$ cat src/rtl/calc_pkg.sv
// rtl/calc_pkg.sv - shared key codes, operator and state encodings for the calculator core
package calc_pkg;

  localparam logic [3:0] KEY_ADD = 4'hA;
  localparam logic [3:0] KEY_SUB = 4'hB;
  localparam logic [3:0] KEY_MUL = 4'hC;
  localparam logic [3:0] KEY_DIV = 4'hD;
  localparam logic [3:0] KEY_CLR = 4'hE;
  localparam logic [3:0] KEY_EQ  = 4'hF;

  typedef enum logic [1:0] {OP_ADD, OP_SUB, OP_MUL, OP_DIV} op_e;

  typedef enum logic [2:0] {CLEAR, READ, DIGIT, CALC, DIV} state_e;

  function automatic op_e key_to_op(input logic [3:0] k);
    case (k)
      KEY_SUB: return OP_SUB;
      KEY_MUL: return OP_MUL;
      KEY_DIV: return OP_DIV;
      default: return OP_ADD;
    endcase
  endfunction

endpackage

$ cat src/rtl/calc_divider.sv
// rtl/calc_divider.sv - restoring unsigned W-bit divider, one quotient bit per cycle
// Only compiled when CALC_DIVIDE_EN is defined.
`ifdef CALC_DIVIDE_EN
module calc_divider #(
  parameter int W = 14
) (
  input  logic         clk,
  input  logic         rst,
  input  logic         start,
  input  logic [W-1:0] dividend,
  input  logic [W-1:0] divisor,
  output logic [W-1:0] quotient,
  output logic         done
);
  localparam int CW = $clog2(W + 1);

  logic [W-1:0]  rem_q, quo_q, dvs_q;
  logic [CW-1:0] cnt_q;
  logic          run_q, done_q;
  logic [W:0]    trial;

  // bit W of the trial difference is the borrow: set means the shifted remainder is below the divisor
  assign trial = {rem_q, quo_q[W-1]} - {1'b0, dvs_q};

  always_ff @(posedge clk or posedge rst) begin
    if (rst) begin
      rem_q  <= '0;
      quo_q  <= '0;
      dvs_q  <= '0;
      cnt_q  <= '0;
      run_q  <= 1'b0;
      done_q <= 1'b0;
    end else begin
      done_q <= 1'b0;
      if (start) begin
        rem_q <= '0;
        quo_q <= dividend;
        dvs_q <= divisor;
        cnt_q <= CW'(W);
        run_q <= 1'b1;
      end else if (run_q) begin
        if (!trial[W]) begin
          rem_q <= trial[W-1:0];
          quo_q <= {quo_q[W-2:0], 1'b1};
        end else begin
          rem_q <= {rem_q[W-2:0], quo_q[W-1]};
          quo_q <= {quo_q[W-2:0], 1'b0};
        end
        cnt_q <= cnt_q - 1'b1;
        if (cnt_q == CW'(1)) begin
          run_q  <= 1'b0;
          done_q <= 1'b1;
        end
      end
    end
  end

  assign quotient = quo_q;
  assign done     = done_q;
endmodule
`endif

$ cat src/rtl/calc_core_param.sv
// rtl/calc_core_param.sv - decimal keypad calculator core with saturating signed W-bit arithmetic
// Define CALC_DIVIDE_EN to add key D (division via calc_divider).
module calc_core_param
  import calc_pkg::*;
#(
  parameter int ARG_DIGITS = 3,
  parameter int W          = 14
) (
  input  logic         clk,
  input  logic         rst,
  input  logic         key_valid,
  input  logic [3:0]   key_code,
  output logic         key_ready,
  output logic [W-1:0] disp_value,
  output logic         disp_neg,
  output logic         disp_is_result,
  output logic         err,
  output logic         busy
);
  localparam int                    CW      = $clog2(ARG_DIGITS + 1);
  localparam logic [CW-1:0]         MAX_CNT = CW'(ARG_DIGITS);
  localparam logic [W-1:0]          MAX_V   = {1'b0, {(W-1){1'b1}}};
  localparam logic [W-1:0]          MIN_V   = {1'b1, {(W-1){1'b0}}};
  localparam logic signed [2*W-1:0] MAX_W   = {{(W+1){1'b0}}, {(W-1){1'b1}}};
  localparam logic signed [2*W-1:0] MIN_W   = {{(W+1){1'b1}}, {(W-1){1'b0}}};

  state_e        state_q, state_d;
  op_e           op_q, op_d, nop_q, nop_d;
  logic [W-1:0]  arg_q, arg_d, result_q, result_d, disp_q, disp_d;
  logic [CW-1:0] cnt_q, cnt_d;
  logic [3:0]    dig_q, dig_d;
  logic          fresh_q, fresh_d, eq_q, eq_d, err_q, err_d, res_q, res_d;

  logic key_acc, is_digit, is_op, is_eq, is_clr;
  op_e  key_op;

  assign key_acc  = key_valid && (state_q == READ);
  assign is_digit = key_code <= 4'd9;
  assign is_clr   = key_code == KEY_CLR;
  assign is_eq    = key_code == KEY_EQ;
  assign key_op   = key_to_op(key_code);
`ifdef CALC_DIVIDE_EN
  assign is_op    = key_code inside {KEY_ADD, KEY_SUB, KEY_MUL, KEY_DIV};
`else
  assign is_op    = key_code inside {KEY_ADD, KEY_SUB, KEY_MUL};
`endif

  // arg is unsigned and below 2^(W-1), so zero-extension is its sign extension
  logic signed [2*W-1:0] lhs_w, rhs_w, calc_w;
  logic                  ovf_hi, ovf_lo;
  logic [W-1:0]          sat_v;

  assign lhs_w = {{W{result_q[W-1]}}, result_q};
  assign rhs_w = {{W{1'b0}}, arg_q};

  always_comb begin
    calc_w = lhs_w + rhs_w;
    case (op_q)
      OP_SUB:  calc_w = lhs_w - rhs_w;
      OP_MUL:  calc_w = lhs_w * rhs_w;
      default: ;
    endcase
  end

  assign ovf_hi = calc_w > MAX_W;
  assign ovf_lo = calc_w < MIN_W;
  assign sat_v  = ovf_hi ? MAX_V : (ovf_lo ? MIN_V : calc_w[W-1:0]);

`ifdef CALC_DIVIDE_EN
  logic         div_start, div_done, qneg_q, qneg_d;
  logic [W-1:0] div_mag, div_quot;

  assign div_mag   = result_q[W-1] ? (~result_q + 1'b1) : result_q;
  assign div_start = (state_q == CALC) && (op_q == OP_DIV) && (arg_q != '0);

  calc_divider #(.W(W)) u_div (
    .clk      (clk),
    .rst      (rst),
    .start    (div_start),
    .dividend (div_mag),
    .divisor  (arg_q),
    .quotient (div_quot),
    .done     (div_done)
  );
`endif

  always_ff @(posedge clk or posedge rst) begin
    if (rst) state_q <= CLEAR;
    else     state_q <= state_d;
  end

  always_comb begin
    state_d = state_q;
    case (state_q)
      CLEAR: state_d = READ;
      READ: begin
        if (key_acc) begin
          if (is_clr) state_d = CLEAR;
          else if (!err_q) begin
            if (is_digit) state_d = DIGIT;
            else if (is_eq || (is_op && (cnt_q != '0 || fresh_q))) state_d = CALC;
          end
        end
      end
      DIGIT: state_d = READ;
      CALC: begin
        state_d = READ;
`ifdef CALC_DIVIDE_EN
        if (div_start) state_d = DIV;
`endif
      end
      DIV: begin
`ifdef CALC_DIVIDE_EN
        if (div_done) state_d = READ;
`else
        state_d = READ;
`endif
      end
      default: state_d = CLEAR;
    endcase
  end

  always_comb begin
    key_ready = state_q == READ;
    busy      = (state_q == CALC) || (state_q == DIV);
  end

  always_comb begin
    op_d = op_q;  nop_d = nop_q;  arg_d = arg_q;  result_d = result_q;
    disp_d = disp_q;  cnt_d = cnt_q;  dig_d = dig_q;  fresh_d = fresh_q;
    eq_d = eq_q;  err_d = err_q;  res_d = res_q;
`ifdef CALC_DIVIDE_EN
    qneg_d = qneg_q;
`endif
    case (state_q)
      CLEAR: begin
        op_d = OP_ADD;  nop_d = OP_ADD;  arg_d = '0;  result_d = '0;  disp_d = '0;
        cnt_d = '0;  dig_d = '0;  fresh_d = 1'b0;  eq_d = 1'b0;  err_d = 1'b0;  res_d = 1'b0;
      end
      READ: begin
        if (key_acc && !err_q) begin
          if (is_digit) dig_d = key_code;
          else if (is_eq) begin
            nop_d = OP_ADD;
            eq_d  = 1'b1;
          end else if (is_op) begin
            if (cnt_q == '0 && !fresh_q) op_d = key_op;
            else begin
              nop_d = key_op;
              eq_d  = 1'b0;
            end
          end
        end
      end
      DIGIT: begin
        if (fresh_q) begin
          result_d = '0;
          arg_d    = W'(dig_q);
          cnt_d    = CW'(1);
          fresh_d  = 1'b0;
        end else if (cnt_q < MAX_CNT) begin
          arg_d = arg_q * W'(10) + W'(dig_q);
          cnt_d = cnt_q + 1'b1;
        end
        disp_d = arg_d;
        res_d  = 1'b0;
      end
      CALC: begin
        op_d = nop_q;  arg_d = '0;  cnt_d = '0;  fresh_d = eq_q;
`ifdef CALC_DIVIDE_EN
        if (op_q == OP_DIV) begin
          qneg_d = result_q[W-1];
          if (arg_q == '0) begin
            err_d    = 1'b1;
            result_d = result_q[W-1] ? MIN_V : MAX_V;
            disp_d   = result_d;
            res_d    = 1'b1;
          end
        end else
`endif
        begin
          result_d = sat_v;
          disp_d   = sat_v;
          res_d    = 1'b1;
          if (ovf_hi || ovf_lo) err_d = 1'b1;
        end
      end
`ifdef CALC_DIVIDE_EN
      DIV: begin
        if (div_done) begin
          result_d = qneg_q ? (~div_quot + 1'b1) : div_quot;
          disp_d   = result_d;
          res_d    = 1'b1;
        end
      end
`endif
      default: ;
    endcase
  end

  always_ff @(posedge clk or posedge rst) begin
    if (rst) begin
      op_q <= OP_ADD;  nop_q <= OP_ADD;  arg_q <= '0;  result_q <= '0;  disp_q <= '0;
      cnt_q <= '0;  dig_q <= '0;  fresh_q <= 1'b0;  eq_q <= 1'b0;  err_q <= 1'b0;  res_q <= 1'b0;
    end else begin
      op_q <= op_d;  nop_q <= nop_d;  arg_q <= arg_d;  result_q <= result_d;  disp_q <= disp_d;
      cnt_q <= cnt_d;  dig_q <= dig_d;  fresh_q <= fresh_d;  eq_q <= eq_d;  err_q <= err_d;  res_q <= res_d;
    end
  end

`ifdef CALC_DIVIDE_EN
  always_ff @(posedge clk or posedge rst) begin
    if (rst) qneg_q <= 1'b0;
    else     qneg_q <= qneg_d;
  end
`endif

  assign disp_value     = disp_q;
  assign disp_neg       = disp_q[W-1];
  assign disp_is_result = res_q;
  assign err            = err_q;
endmodule

$ cat config.mk
export PLATFORM = sky130hd
export DESIGN_NAME = calc_core_param
export DESIGN_NICKNAME = d
export VERILOG_FILES = /design/src/rtl/calc_pkg.sv /design/src/rtl/calc_divider.sv /design/src/rtl/calc_core_param.sv
export SDC_FILE = /design/constraint.sdc
export NUM_CORES = 1
export LEC_CHECK = 0
export CAP_MARGIN = 20
export CORE_ASPECT_RATIO = 0.8
export CORE_MARGIN = 1
export CORE_UTILIZATION = 59
export DETAILED_ROUTE_END_ITERATION = 10
export PLACE_DENSITY = 0.87
export REMOVE_ABC_BUFFERS = 1
export SLEW_MARGIN = 0
export SYNTH_ARGS = -nofsm -noshare
export SYNTH_HDL_FRONTEND = slang
export SYNTH_SLANG_ARGS = --single-unit
$ cat constraint.sdc
create_clock -name clk -period 6.9 [get_ports clk]
set_input_delay 2.07 -clock clk [delete_from_list [all_inputs] [get_ports clk]]
set_output_delay 2.07 -clock clk [all_outputs]
set_load 0.1 [all_outputs]
# After elaboration in Yosys (flattened, before gate mapping)
# Index checks and enable logic that the tools add are counted.
# classes
n_addsub	4
n_mul	2
n_div	0
n_lt_le_gt_ge	4
eq_ne	26
shift	0
mux	44
n_bitwise	0
reduce_logical	30
# op_table
cell	count
$pmux W14 S3	2
$mux W14	5
$pmux W28 S2	1
$gt A28 B14 Y1 const B	1
$lt A28 B14 Y1 const B	1
$mul A14 B15 Y28	1
$pmux W14 S2	1
$eq A4 B4 Y1 const B	6
$mux W2	12
$add A14 B15 Y16	1
$sub A14 B15 Y16	1
$mux W3	5
$add A14 B4 Y14	1
$mul A14 B3 Y13 const B	1
$ne A2 B1 Y1 const B	6
$pmux W2 S3	2
$reduce_bool A2 Y1	5
$reduce_bool A3 Y1	3
$mux W4	2
$pmux W1 S2	4
$pmux W2 S2	2
$pmux W4 S2	1
$eq A3 B2 Y1 const B	2
$mux W1	6
other kinds (24)	38
# totals
regBits	59
latchBits	0
ramBits	0
mem_bits_ro	0
out_inout_bits	19
n_memories	0

# Longest topological paths before layout
# depth
ltp_word	10
ltp_mapped	29

# Worst setup path after synthesis
# No wires, ideal clock.
# synth_path
path_kind	register -> register
from	register arg_q[5]
to	register result_q[3]
setup_ns	0.087
t_arrival_ns	6.661
path_slack_ns	0.151
path_stages_with_launch	28
path_buffers	2
synth_period_minus_slack_ns	6.749
cell_sequence	dfrtp_1 clkbuf_1 and2_1 fa_1 inv_1 fa_1 inv_1 fa_1 inv_1 fa_1 inv_1 fa_1 inv_1 fa_1 inv_1 ha_1 a21oi_1 o21ai_0 a21oi_1 and2_1 o211a_1 mux2_1 nor4_1 a41o_1 a41o_1 buf_4 nand2_1 a22oi_1
# synth_via
elab_chain_cells	6
elab_cells_between_ends	9
classes_between	2 x add/sub; 1 x mul; 2 x order compare; 4 x mux
# synth_lines
element	line_no	text
start: declaration	calc_core_param.sv:29	logic [W-1:0] arg_q, arg_d, result_q, result_d, disp_q, disp_d;
start signal: assignment	calc_core_param.sv:206	op_q <= op_d; nop_q <= nop_d; arg_q <= arg_d; result_q <= result_d; disp_q <= disp_d;
$mul A14 B15 Y28, or another cell as far along	calc_core_param.sv:60	OP_MUL: calc_w = lhs_w * rhs_w;
$pmux W28 S2 *	calc_core_param.sv:58	case (op_q)
$lt A28 B14 Y1	calc_core_param.sv:66	assign ovf_lo = calc_w < MIN_W;
$mux W14	calc_core_param.sv:67	assign sat_v = ovf_hi ? MAX_V : (ovf_lo ? MIN_V : calc_w[W-1:0]);
$mux W14 *	calc_core_param.sv:67	
$pmux W14 S3 *	calc_core_param.sv:135	case (state_q)
end signal: assignment	calc_core_param.sv:206	
end: declaration	calc_core_param.sv:29	
# Mark *: on every way between the ends. The rest lies on a longest branch, timed or not.
# A chain may end at the register's enable or synchronous reset.

# Worst setup path in the final report
# layout_path
from	register arg_q[10]
to	register disp_q[5], in the netlist disp_value[5]
# layout_via
elab_chain_cells	6
elab_cells_between_ends	9
classes_between	2 x add/sub; 1 x mul; 2 x order compare; 4 x mux
# layout_lines
element	line_no
$mul A14 B15 Y28, or another cell as far along	calc_core_param.sv:60
$pmux W28 S2 *	calc_core_param.sv:58
$lt A28 B14 Y1	calc_core_param.sv:66
$mux W14	calc_core_param.sv:67
$mux W14 *	calc_core_param.sv:67
$pmux W14 S3 *	calc_core_param.sv:135
end signal: assignment	calc_core_param.sv:206
end: declaration	calc_core_param.sv:29
# Marks and branches as above.

==> summary.md <==
| Metric | Value |
|---|---|
| Status | `complete, but fails checks` |
| Violated checks | `setup timing` |
| Post-layout minimum cycle time | `between 6 and 7 ns` |
| Hold_sp | `disp_value[2]` |
| Pre-antenna DRT Iters | `6` |
| YS warnings | `0` |
| Final hold violation count | `0` |
| Antenna-violating nets left | `0` |
| Syn Inst Count | `1,497` |
| Headroom to the max-slew limit | `between 20% and 30%` |
| Avg Synthesized Cell Area | `just over 8 um2` |
| Register area share after synthesis | `a little under an eighth` |
| Reg-to-Reg End | `disp_value[5]` |
| Maxcap violations | `0` |
| HPWL after DPL | `between 30 and 40 mm` |
| Slew Limit Fails | `0` |
| Worst slack at placement | `-0.418 ns` |
| Syn-to-layout area delta | `20.3%` |
| Final worst-path cycle share | `100%` |
| Crit Path Category | `flip-flop to flip-flop` |
| Initial Utilization | `about 61%` |
| Core Area | `approximately 20,000 um2` |
| Hold Path Sink | `disp_value[2]` |
| H-tree lvl count | `3` |
| Cell area after synthesis | `around 12,000 um2` |
| Vias | `11,900` |
| Vias in the first global route | `around 12,000` |
| Fmax achieved | `approximately 140 MHz` |
| Initial antenna violation count | `1` |
| All-Layer GR Usage | `about two fifths` |
| Largest fanout on the critical path | `11` |
| FF-to-FF path depth | `24` |
| Endpoints failing setup | `4` |
| Setup ws final | `-0.0195 ns` |
| Most frequent cells in the layout | `inv_1 (242), nand2_1 (163), buf_4 (155)` |
| Die Y-Extent | `about 130 um` |
| CTS Root Buffer Type | `clkbuf_16` |
| TritonCTS clock tree | `yes` |
| Clock latency on the worst-skew pair | `0.34 ns` |
| Fill cells | `1,483` |
| Multi-input logic area | `slightly above 10,000 um2` |
| WP data required | `7.13 ns` |
| Iteration-0 DRC count of the detailed router | `1,507` |
| Row count | `46` |
| Fin util | `roughly 73%` |
| Post-DR wirelength/cell | `~22 um` |
| Worst setup EP type | `flip-flop` |
| CTS Buf Count | `9` |
| Layout cell share with drive strength beyond 1 | `~17%` |
| Top Ports | `26` |
| RD Place Congestion | `around 1.1` |
| Netlist cell types | `73` |
| Async S/R FF share, synth | `100%` |
| Vias per inst | `just over 6` |
| Ant. Diodes | `0` |
| Worst EP arrival | `slightly above 7 ns` |
| Clock skew | `approximately 0.011 ns` |
| Commonest non-fill, non-tap cell in the layout | `inv_1` |
| Worst Hold Class | `flip-flop to flip-flop` |
| Nets@finish | `about 2,000` |
| Sink Count | `between 50 and 60` |
| FF-to-FF Start | `arg_q[10]` |
| Critical path startpoint category | `flip-flop` |
| Die area | `~21,000 um2` |
| Post-synth EDFFs | `0` |
| Primary FF master, synth | `dfrtp_1` |
| Flop-to-flop setup slack | `-0.02 ns` |
| Largest net degree at the start of global routing | `roughly 60` |
| Wire length of the first global-routing pass | `around 63 mm` |
| IO buf count | `25` |
| Clk pin slew, worst setup/hold paths | `around 0.06 ns` |
| Die X-Extent | `~160 um` |
| FF/Latch Area | `~1500 um2` |
| Worst-margin pin slew | `around 1.1 ns` |
| WL final | `between 40 and 50 mm` |
| Gr ovfl total | `0` |
| Hold Crit Depth | `2` |
| Unrepaired setup endpoints after global routing | `yes` |
| Clock Path Buffers | `2` |
| FF+latch count, synth | `58` |
| DRC viols | `0` |
==> logic make-up (layout without fill, tap and decap cells) <==
| kind of cell | after synthesis | after routing | share of synthesized area [%] |
|---|---|---|---|
| simple gates | 454 | 454 | 17.7 |
| buf+inv | 316 | 459 | 9.86 |
| compound gates | 310 | 310 | 16.3 |
| fa+ha+maj | 309 | 309 | 40.4 |
| flops | 58 | 58 | 11.8 |
| xor+xnor | 39 | 39 | 3.00 |
| mux | 11 | 11 | 0.947 |
==> layout make-up <==
cell class	instances	share of cell area, %
multi-input combinational	1123	68.7
timing repair buffer	191	10.6
sequential	58	9.86
inverter	252	6.40
tap	264	2.23
clock buffer	9	1.52
clock inverter	7	0.635
==> critical path, cell delays in order (launching register included) <==
cell and delay, ns:
dfrtp_1 0.50, buf_4 0.17, buf_4 0.18, ha_1 0.19, inv_1 0.06, fa_1 0.54, inv_1 0.05, fa_1 0.48
fa_1 0.55, inv_1 0.05, fa_1 0.53, inv_1 0.04, ha_1 0.30, ha_1 0.34, ha_1 0.36, a21oi_4 0.21
o21ai_0 0.14, a21oi_1 0.31, o211a_1 0.22, mux2_1 0.37, nand4_1 0.17, nor4_4 0.08, or4_4 0.53, buf_4 0.19
a32oi_1 0.22
==> per-stage QoR <==
step | hold WS (ns) | cell area (um2) | setup TNS (ns) | std cells
2_1_floorplan | 0.481 | 12000 | -0.0413 | 1433
3_3_place_gp | 0.479 | 13800 | -3.32 | 1878
3_5_place_dp | 0.504 | 13800 | -6.33 | 1878
4_1_cts | 0.515 | 14300 | 0 | 1894
5_1_grt | 0.527 | 14800 | -4.12 | 1904
6_report | 0.516 | 14800 | -0.0678 | 1904
==> sequential cells by signal (all words and copies together), names as in the netlist <==
signal	count
err	1
fresh_q	1
cnt_q	2
arg_q	14
eq_q	1
result_q	14
nop_q	2
op_q	2
disp_is_result	1
state_q	2
disp_value	14
dig_q	4
==> per-layer routing <==
layer,vias up,part of all wire [%],track usage (%)
li1,5220,-,-
met1,5746,39,53.6
met2,774,44,58.0
met3,124,13,12.2
met4,0,3.5,11.9
met5,-,0,0
==> synthesized netlist by cell type (9+ instances only) <==
library cell  count  area (um2)
a211oi_1         10        75.1
a21o_1           12        90.1
a21oi_1          87         435
a31oi_1          12        75.1
and2_1           81         507
buf_2             9        45.0
clkbuf_1         50         188
dfrtp_1          58        1450
fa_1            146        2920
ha_1            163        2040
inv_1           249         935
nand2_1         170         638
nand2b_1         15        93.8
nand3_1          22         110
nand4_1          10        62.6
nor2_1           90         338
nor2b_1          15        93.8
nor3_1           14        70.1
o211ai_1         15         113
o21a_1            9        67.6
o21ai_0          68         340
o22ai_1           9        56.3
xnor2_1          23         201
xor2_1           14         123
==> timing repair <==
item	4_1_cts	5_1_grt
cloned	0	2
setup buffers	0	11
endpoints found under the setup margin	27	28
hold buffers	0	0
gates resized for setup	38	81
pin swaps	14	62
==> how the worst max path moves through the flow <==
stage	startpoint	endpoint	slack, ns	cells past startpoint
detailed placement	result_q[10]	disp_value[6]	-0.42	21
global route	result_q[3]	disp_value[8]	-0.22	26
CTS	result_q[4]	disp_value[10]	0.006	24
floorplan	result_q[13]	disp_value[7]	-0.02	22
finish	arg_q[10]	disp_value[5]	-0.02	24
global placement	result_q[3]	disp_value[8]	-0.23	27
Power is not shown: default switching activity piles up to over one toggle a cycle in this logic, so the estimate is an artifact.
